File: src/rtl/prio_arbiter4_pkg.sv
// Shared definitions for the four-requester priority arbiter.
//
// Contents:
//   state_t       - arbiter FSM encoding (IDLE / GRANT / RECOVER)
//   ID_NONE       - encoded owner value meaning "no owner"
//   NREQ          - number of requesters
//   id_to_onehot  - converts an encoded owner id (1..4) to a one-hot [4:1]
//                   vector; any other code yields all-zero
package prio_arbiter4_pkg;

  typedef enum logic [1:0] {
    IDLE    = 2'b00,
    GRANT   = 2'b01,
    RECOVER = 2'b10
  } state_t;

  localparam logic [2:0] ID_NONE = 3'b000;
  localparam int         NREQ    = 4;

  function automatic logic [4:1] id_to_onehot(input logic [2:0] id);
    logic [4:1] oh;
    oh = '0;
    case (id)
      3'd1:    oh = 4'b0001;
      3'd2:    oh = 4'b0010;
      3'd3:    oh = 4'b0100;
      3'd4:    oh = 4'b1000;
      default: oh = '0;
    endcase
    return oh;
  endfunction

endpackage

File: src/rtl/prio_arbiter4_pick.sv
// Combinational 4-to-3 priority pick used by the arbiter FSM.
//
// Ports:
//   req   [4:1] in   request lines
//   mask  [4:1] in   requesters excluded from this pick (1 = excluded)
//   start [2:0] in   last owner id; round-robin scan begins at start+1
//   rr          in   0 = fixed priority (4 highest), 1 = round-robin
//   valid       out  at least one eligible request
//   id    [2:0] out  winning requester 1..4, ID_NONE when !valid
module arb_pick4
  import prio_arbiter4_pkg::*;
(
  input  logic [4:1] req,
  input  logic [4:1] mask,
  input  logic [2:0] start,
  input  logic       rr,
  output logic       valid,
  output logic [2:0] id
);

  logic [4:1] elig;
  logic [2:0] cand;
  logic       found;

  assign elig  = req & ~mask;
  assign valid = |elig;

  always_comb begin
    id    = ID_NONE;
    cand  = ID_NONE;
    found = 1'b0;
    if (rr) begin
      // Scan start+1, start+2, ... wrapping 4 -> 1. start=0 (no previous
      // owner) and start=4 both begin the scan at requester 1.
      for (int k = 0; k < NREQ; k++) begin
        cand = 3'(((int'(start) + k) % NREQ) + 1);
        if (!found && elig[cand]) begin
          found = 1'b1;
          id    = cand;
        end
      end
    end else begin
      // Ascending scan, later hits overwrite: highest index wins.
      for (int k = 1; k <= NREQ; k++) begin
        if (elig[k]) begin
          id = 3'(k);
        end
      end
    end
  end

endmodule

File: src/rtl/prio_arbiter4.sv
// Four-requester arbiter with registered grants.
//
// An owner keeps the resource until it drops its request. If MAX_HOLD is
// non-zero and the owner has held for MAX_HOLD cycles while someone else is
// waiting, it is forcibly released (preempt pulse) and excluded from the
// very next pick. Every release passes through one dead RECOVER cycle.
//
// Parameters:
//   RR        0 = fixed priority (4 > 3 > 2 > 1), 1 = round-robin
//   MAX_HOLD  grant cycles before preemption when contended; 0 = never
//
// Ports:
//   clk        in   system clock, rising edge
//   reset_n    in   synchronous reset, active-low
//   req  [4:1] in   level-sensitive request lines
//   gnt  [4:1] out  registered one-hot grant, zero when no owner
//   gnt_id[2:0]out  encoded owner, 0 = none, 1..4 = requester
//   busy       out  high while in GRANT
//   preempt    out  one-cycle pulse in the cycle after a timeout release
//   dbg_state  out  current FSM state, for observation only
//
// Handshake: req is a level; a requester owns the resource for every cycle
// its gnt bit is high and releases it by deasserting req, which takes
// effect at the next clock edge (gnt low one cycle later).
module prio_arbiter4
  import prio_arbiter4_pkg::*;
#(
  parameter int RR       = 0,
  parameter int MAX_HOLD = 16
) (
  input  logic       clk,
  input  logic       reset_n,
  input  logic [4:1] req,
  output logic [4:1] gnt,
  output logic [2:0] gnt_id,
  output logic       busy,
  output logic       preempt,
  output state_t     dbg_state
);

  localparam int HW_RAW = $clog2(MAX_HOLD + 1);
  localparam int HW     = (HW_RAW < 1) ? 1 : HW_RAW;
  // Counter value reached in the last allowed cycle of a contended grant.
  localparam logic [HW-1:0] HOLD_LAST = (MAX_HOLD == 0) ? '0 : HW'(MAX_HOLD - 1);
  localparam logic          RR_BIT    = (RR != 0);
  localparam logic          TO_EN     = (MAX_HOLD != 0);

  state_t        state_q,   state_d;
  logic [2:0]    gnt_id_q,  gnt_id_d;
  logic [2:0]    last_id_q, last_id_d;
  logic [2:0]    excl_q,    excl_d;
  logic [HW-1:0] hold_q,    hold_d;
  logic          preempt_q, preempt_d;
  logic [4:1]    gnt_q;
  logic          busy_q;

  logic [4:1] pick_mask;
  logic       pick_valid;
  logic [2:0] pick_id;
  logic       owner_req;
  logic       others_req;

  // The excluded requester only matters for the RECOVER pick; outside
  // RECOVER excl_q is always ID_NONE, so the mask is all-zero anyway.
  assign pick_mask = (state_q == RECOVER) ? id_to_onehot(excl_q) : '0;

  arb_pick4 u_pick (
    .req   (req),
    .mask  (pick_mask),
    .start (last_id_q),
    .rr    (RR_BIT),
    .valid (pick_valid),
    .id    (pick_id)
  );

  assign owner_req  = |(req & gnt_q);
  assign others_req = |(req & ~gnt_q);

  always_comb begin
    state_d   = state_q;
    gnt_id_d  = gnt_id_q;
    last_id_d = last_id_q;
    excl_d    = excl_q;
    hold_d    = hold_q;
    preempt_d = 1'b0;
    case (state_q)
      IDLE: begin
        gnt_id_d = ID_NONE;
        if (pick_valid) begin
          state_d   = GRANT;
          gnt_id_d  = pick_id;
          last_id_d = pick_id;
          hold_d    = '0;
        end
      end
      GRANT: begin
        if (!owner_req) begin
          // Voluntary release: nobody is excluded afterwards.
          state_d  = RECOVER;
          gnt_id_d = ID_NONE;
          excl_d   = ID_NONE;
        end else if (TO_EN && (hold_q == HOLD_LAST) && others_req) begin
          state_d   = RECOVER;
          gnt_id_d  = ID_NONE;
          excl_d    = gnt_id_q;
          preempt_d = 1'b1;
        end else if (hold_q != HOLD_LAST) begin
          // Saturates so a lone owner can be preempted the moment a
          // competitor shows up after a long solo hold.
          hold_d = hold_q + 1'b1;
        end
      end
      RECOVER: begin
        excl_d   = ID_NONE;
        gnt_id_d = ID_NONE;
        state_d  = IDLE;
        if (pick_valid) begin
          state_d   = GRANT;
          gnt_id_d  = pick_id;
          last_id_d = pick_id;
          hold_d    = '0;
        end
      end
      default: begin
        state_d  = IDLE;
        gnt_id_d = ID_NONE;
        excl_d   = ID_NONE;
      end
    endcase
  end

  always_ff @(posedge clk) begin
    if (!reset_n) begin
      state_q   <= IDLE;
      gnt_id_q  <= ID_NONE;
      last_id_q <= ID_NONE;
      excl_q    <= ID_NONE;
      hold_q    <= '0;
      preempt_q <= 1'b0;
      gnt_q     <= '0;
      busy_q    <= 1'b0;
    end else begin
      state_q   <= state_d;
      gnt_id_q  <= gnt_id_d;
      last_id_q <= last_id_d;
      excl_q    <= excl_d;
      hold_q    <= hold_d;
      preempt_q <= preempt_d;
      gnt_q     <= id_to_onehot(gnt_id_d);
      busy_q    <= (state_d == GRANT);
    end
  end

  assign gnt       = gnt_q;
  assign gnt_id    = gnt_id_q;
  assign busy      = busy_q;
  assign preempt   = preempt_q;
  assign dbg_state = state_q;

endmodule
File: config.mk
export PLATFORM = sky130hd
export DESIGN_NAME = prio_arbiter4
export DESIGN_NICKNAME = d
export VERILOG_FILES = /design/src/rtl/prio_arbiter4_pkg.sv /design/src/rtl/prio_arbiter4_pick.sv /design/src/rtl/prio_arbiter4.sv
export SDC_FILE = /design/constraint.sdc
export NUM_CORES = 1
export LEC_CHECK = 0
export ABC_CLOCK_PERIOD_IN_PS = 2700
export BUFFER_PORTS_ARGS = -buffer_cell sky130_fd_sc_hd__buf_4
export CAP_MARGIN = 25
export CORE_MARGIN = 2
export CORE_UTILIZATION = 55
export DETAILED_ROUTE_END_ITERATION = 8
export GPL_TIMING_DRIVEN = 1
export PLACE_DENSITY = 0.75
export SLEW_MARGIN = 10
export SYNTH_ARGS = -nofsm -noshare
export SYNTH_HDL_FRONTEND = slang
export SYNTH_HIERARCHICAL = 1
export SYNTH_SLANG_ARGS = --single-unit
File: constraint.sdc
create_clock -name clk -period 2.7 [get_ports clk]
set_clock_uncertainty 0.15 [all_clocks]
set_input_delay 0.27 -clock clk [delete_from_list [all_inputs] [get_ports clk]]
set_output_delay 0.27 -clock clk [all_outputs]
set_load 0.05 [all_outputs]
==> results.md <==
- Run status: finished clean
- Clock power frac: 15.6%
- Initial detailed-routing violation count: 83
- R2r worst-path depth: 8
- Root buffer cell: clkbuf_4
- Net Sw Frac: between 40% and 50%
- Vias in the first global route: 1426
- Hold Path Class: in2reg
- Core region area: around 0.0027 mm2
- GRT overflow: 0
- Fmax: 0.399 GHz
- Setup crit start: dbg_state[0]
- GRT Total Usage: 25.6%
- # setup viols final: 0
- Worst r2r src: dbg_state[0]
- P_int: 545 uW
- PnR worst setup slack: roughly 190 ps
- Net switching power: 390 uW
- Setup Crit Path Kind: reg2reg
- CTS Sinks: 21
- RePlAce Congestion: slightly above 1
- RSZ-0062 raised after global routing: false
- Io pins: 17
- Syn avg cell area: 8.40 um2
- Final hold vios: 0
- Post-CTS Setup Bufs: 0
- Pre-CTS setup slack: ~200 ps
- Die area: around 0.0032 mm2
- Pins Over Slew Limit: 0
- # port buffers: 16
- IR drop worst, VDD: between 600 and 700 uV
- Sequential Power Share: a little under 40%
- Combinational share of power: 45.0%
- Post-cts sizing count: 0
- Die X-Extent: about 57 um
- Hpwl dp: ~3100 um
- Placed cell area: approximately 0.0017 mm2
- Final Cell Area: ~0.0017 mm2
- Detailed-route wire length: approximately 4000 um
- Total via count in the routed design: ~1500
- Worst-path fanout max: 8
- CTS buffer count: 3
- Final period util: slightly above 90%
- Crit end category: flip-flop
- Power Density: 545 mW/mm2
- Hold path startpoint: reset_n
- Clock Latency Late Sink: 290 ps
- WHS Endpoint: hold_q[3]
- Layout Nets: roughly 220
- Share of layout cells above drive strength 1: approximately 20%
- Hold_buf cts: 0
- Vias per cell: approximately 6.4
- Chip height: roughly 57 um
- Rel. slew slack: approximately 50%
- Data arrival, critical path: about 2600 ps
- Worst hold slack: ~110 ps
- Max Root-Sink Buffers: 2
- Total power draw: 934 uW
- Avg WL per Cell: around 17 um
- Mapped Area: between 0.0015 and 0.002 mm2
- Worst-margin pin slew: 716 ps
- Largest net degree at the start of global routing: 23
- Layout Area Growth over Synthesis: 11.6%
- Setup TNS Final: 0 ps
- Synth Instances: 183
- Max-cap viol count: 0
- Clock period minus worst slack: between 2000 and 3000 ps
- YS warnings: 6
- CTS tree: done
- H-tree depth: 1
- Critical Path RT: between 2000 and 3000 ps
- First-pass GRT wire length: 6640 um
- Initial Util: a little under three fifths
- Post-route ant nets: 0
- Pleak: between 0.0006 and 0.0007 uW
- Row count: 19
- Startpoint types: flip-flop
- Worst Hold Path Cells: 3
- Total DRC errors in the routed layout: 0
- Clock transition at path regs: 110 ps
- 1st-pass router iterations: 7
- Initial antenna violation count: 0
- Reg-to-reg setup timing slack: between 150 and 200 ps
- R2r endpoint: gnt[2]
- # diodes: 0
## flip-flops by register name, summed over array words and instances, names as in the netlist
name / cells
excl_q: 3
dbg_state: 2
preempt: 1
last_id_q: 2
busy: 1
hold_q: 5
gnt: 4
gnt_id: 3
## critical path: stages (launching register included)
cell and delay, ps:
dfxtp_1 390, nand2b_1 190, nor3_1 270, nand2b_1 290
nor2_1 80, o21ai_0 210, o311ai_1 270, a32oi_2 360
nor3b_1 220
## worst max-delay path by stage
| stage | endpoint | slack [ps] |
|---|---|---|
| floorplan | gnt[2] | 270 |
| global placement | gnt[1] | 320 |
| detailed placement | gnt[1] | 200 |
| CTS | gnt[1] | 170 |
| global route | gnt[2] | 20 |
| finish | gnt[2] | 190 |
## routing by layer
metal,part of all wire (%),track usage (%),routed length [um]
met2,49,44.2,1950
met3,6.2,2.07,247
met4,4.2,12.6,167
met5,0,0,0
met1,40,31.9,1600
## power groups by stage
stage | Clock (uW) | Combinational [uW] | Sequential, uW
after floorplan | 0 | 280 | 411
after global placement | 0 | 403 | 372
after detailed placement | 0 | 409 | 374
after CTS | 150 | 410 | 368
after global routing | 166 | 452 | 373
final | 146 | 420 | 368
## layout by cell type, fill, tap and decap left out, drive strengths merged, types with 2 or more instances in the layout
cell     n
nand2b   7
conb     5
o211ai   2
ha       6
nand3    8
a21bo    2
a31oi    4
or4b     2
o21ai    9
nand4b   2
nor2b   10
a22oi    2
nor3     6
nand2   10
nor2    20
nor4b    3
nand3b   5
inv      8
a32o     3
nor3b    2
buf     17
a211oi   2
a21oi   16
mux2     2
and2     2
o31ai    2
clkbuf   4
dfxtp   21
## per-stage QoR
| stage | cells | utilization [%] |
|---|---|---|
| final | 233 | 63.3 |
| after CTS | 233 | 63.1 |
| after global routing | 233 | 63.3 |
| after global placement | 229 | 62.1 |
| after floorplan | 187 | - |
| after detailed placement | 229 | 62.1 |
## layout make-up
type,count,area (um2)
Timing Repair Buffer,17,128
Fill cell,254,995
Multi-Input combinational cell,152,1070
Sequential cell,21,420
Tap cell,31,38.8
Clock buffer,4,26.3
Inverter,8,30.0
(Power assumes the default switching activity.)
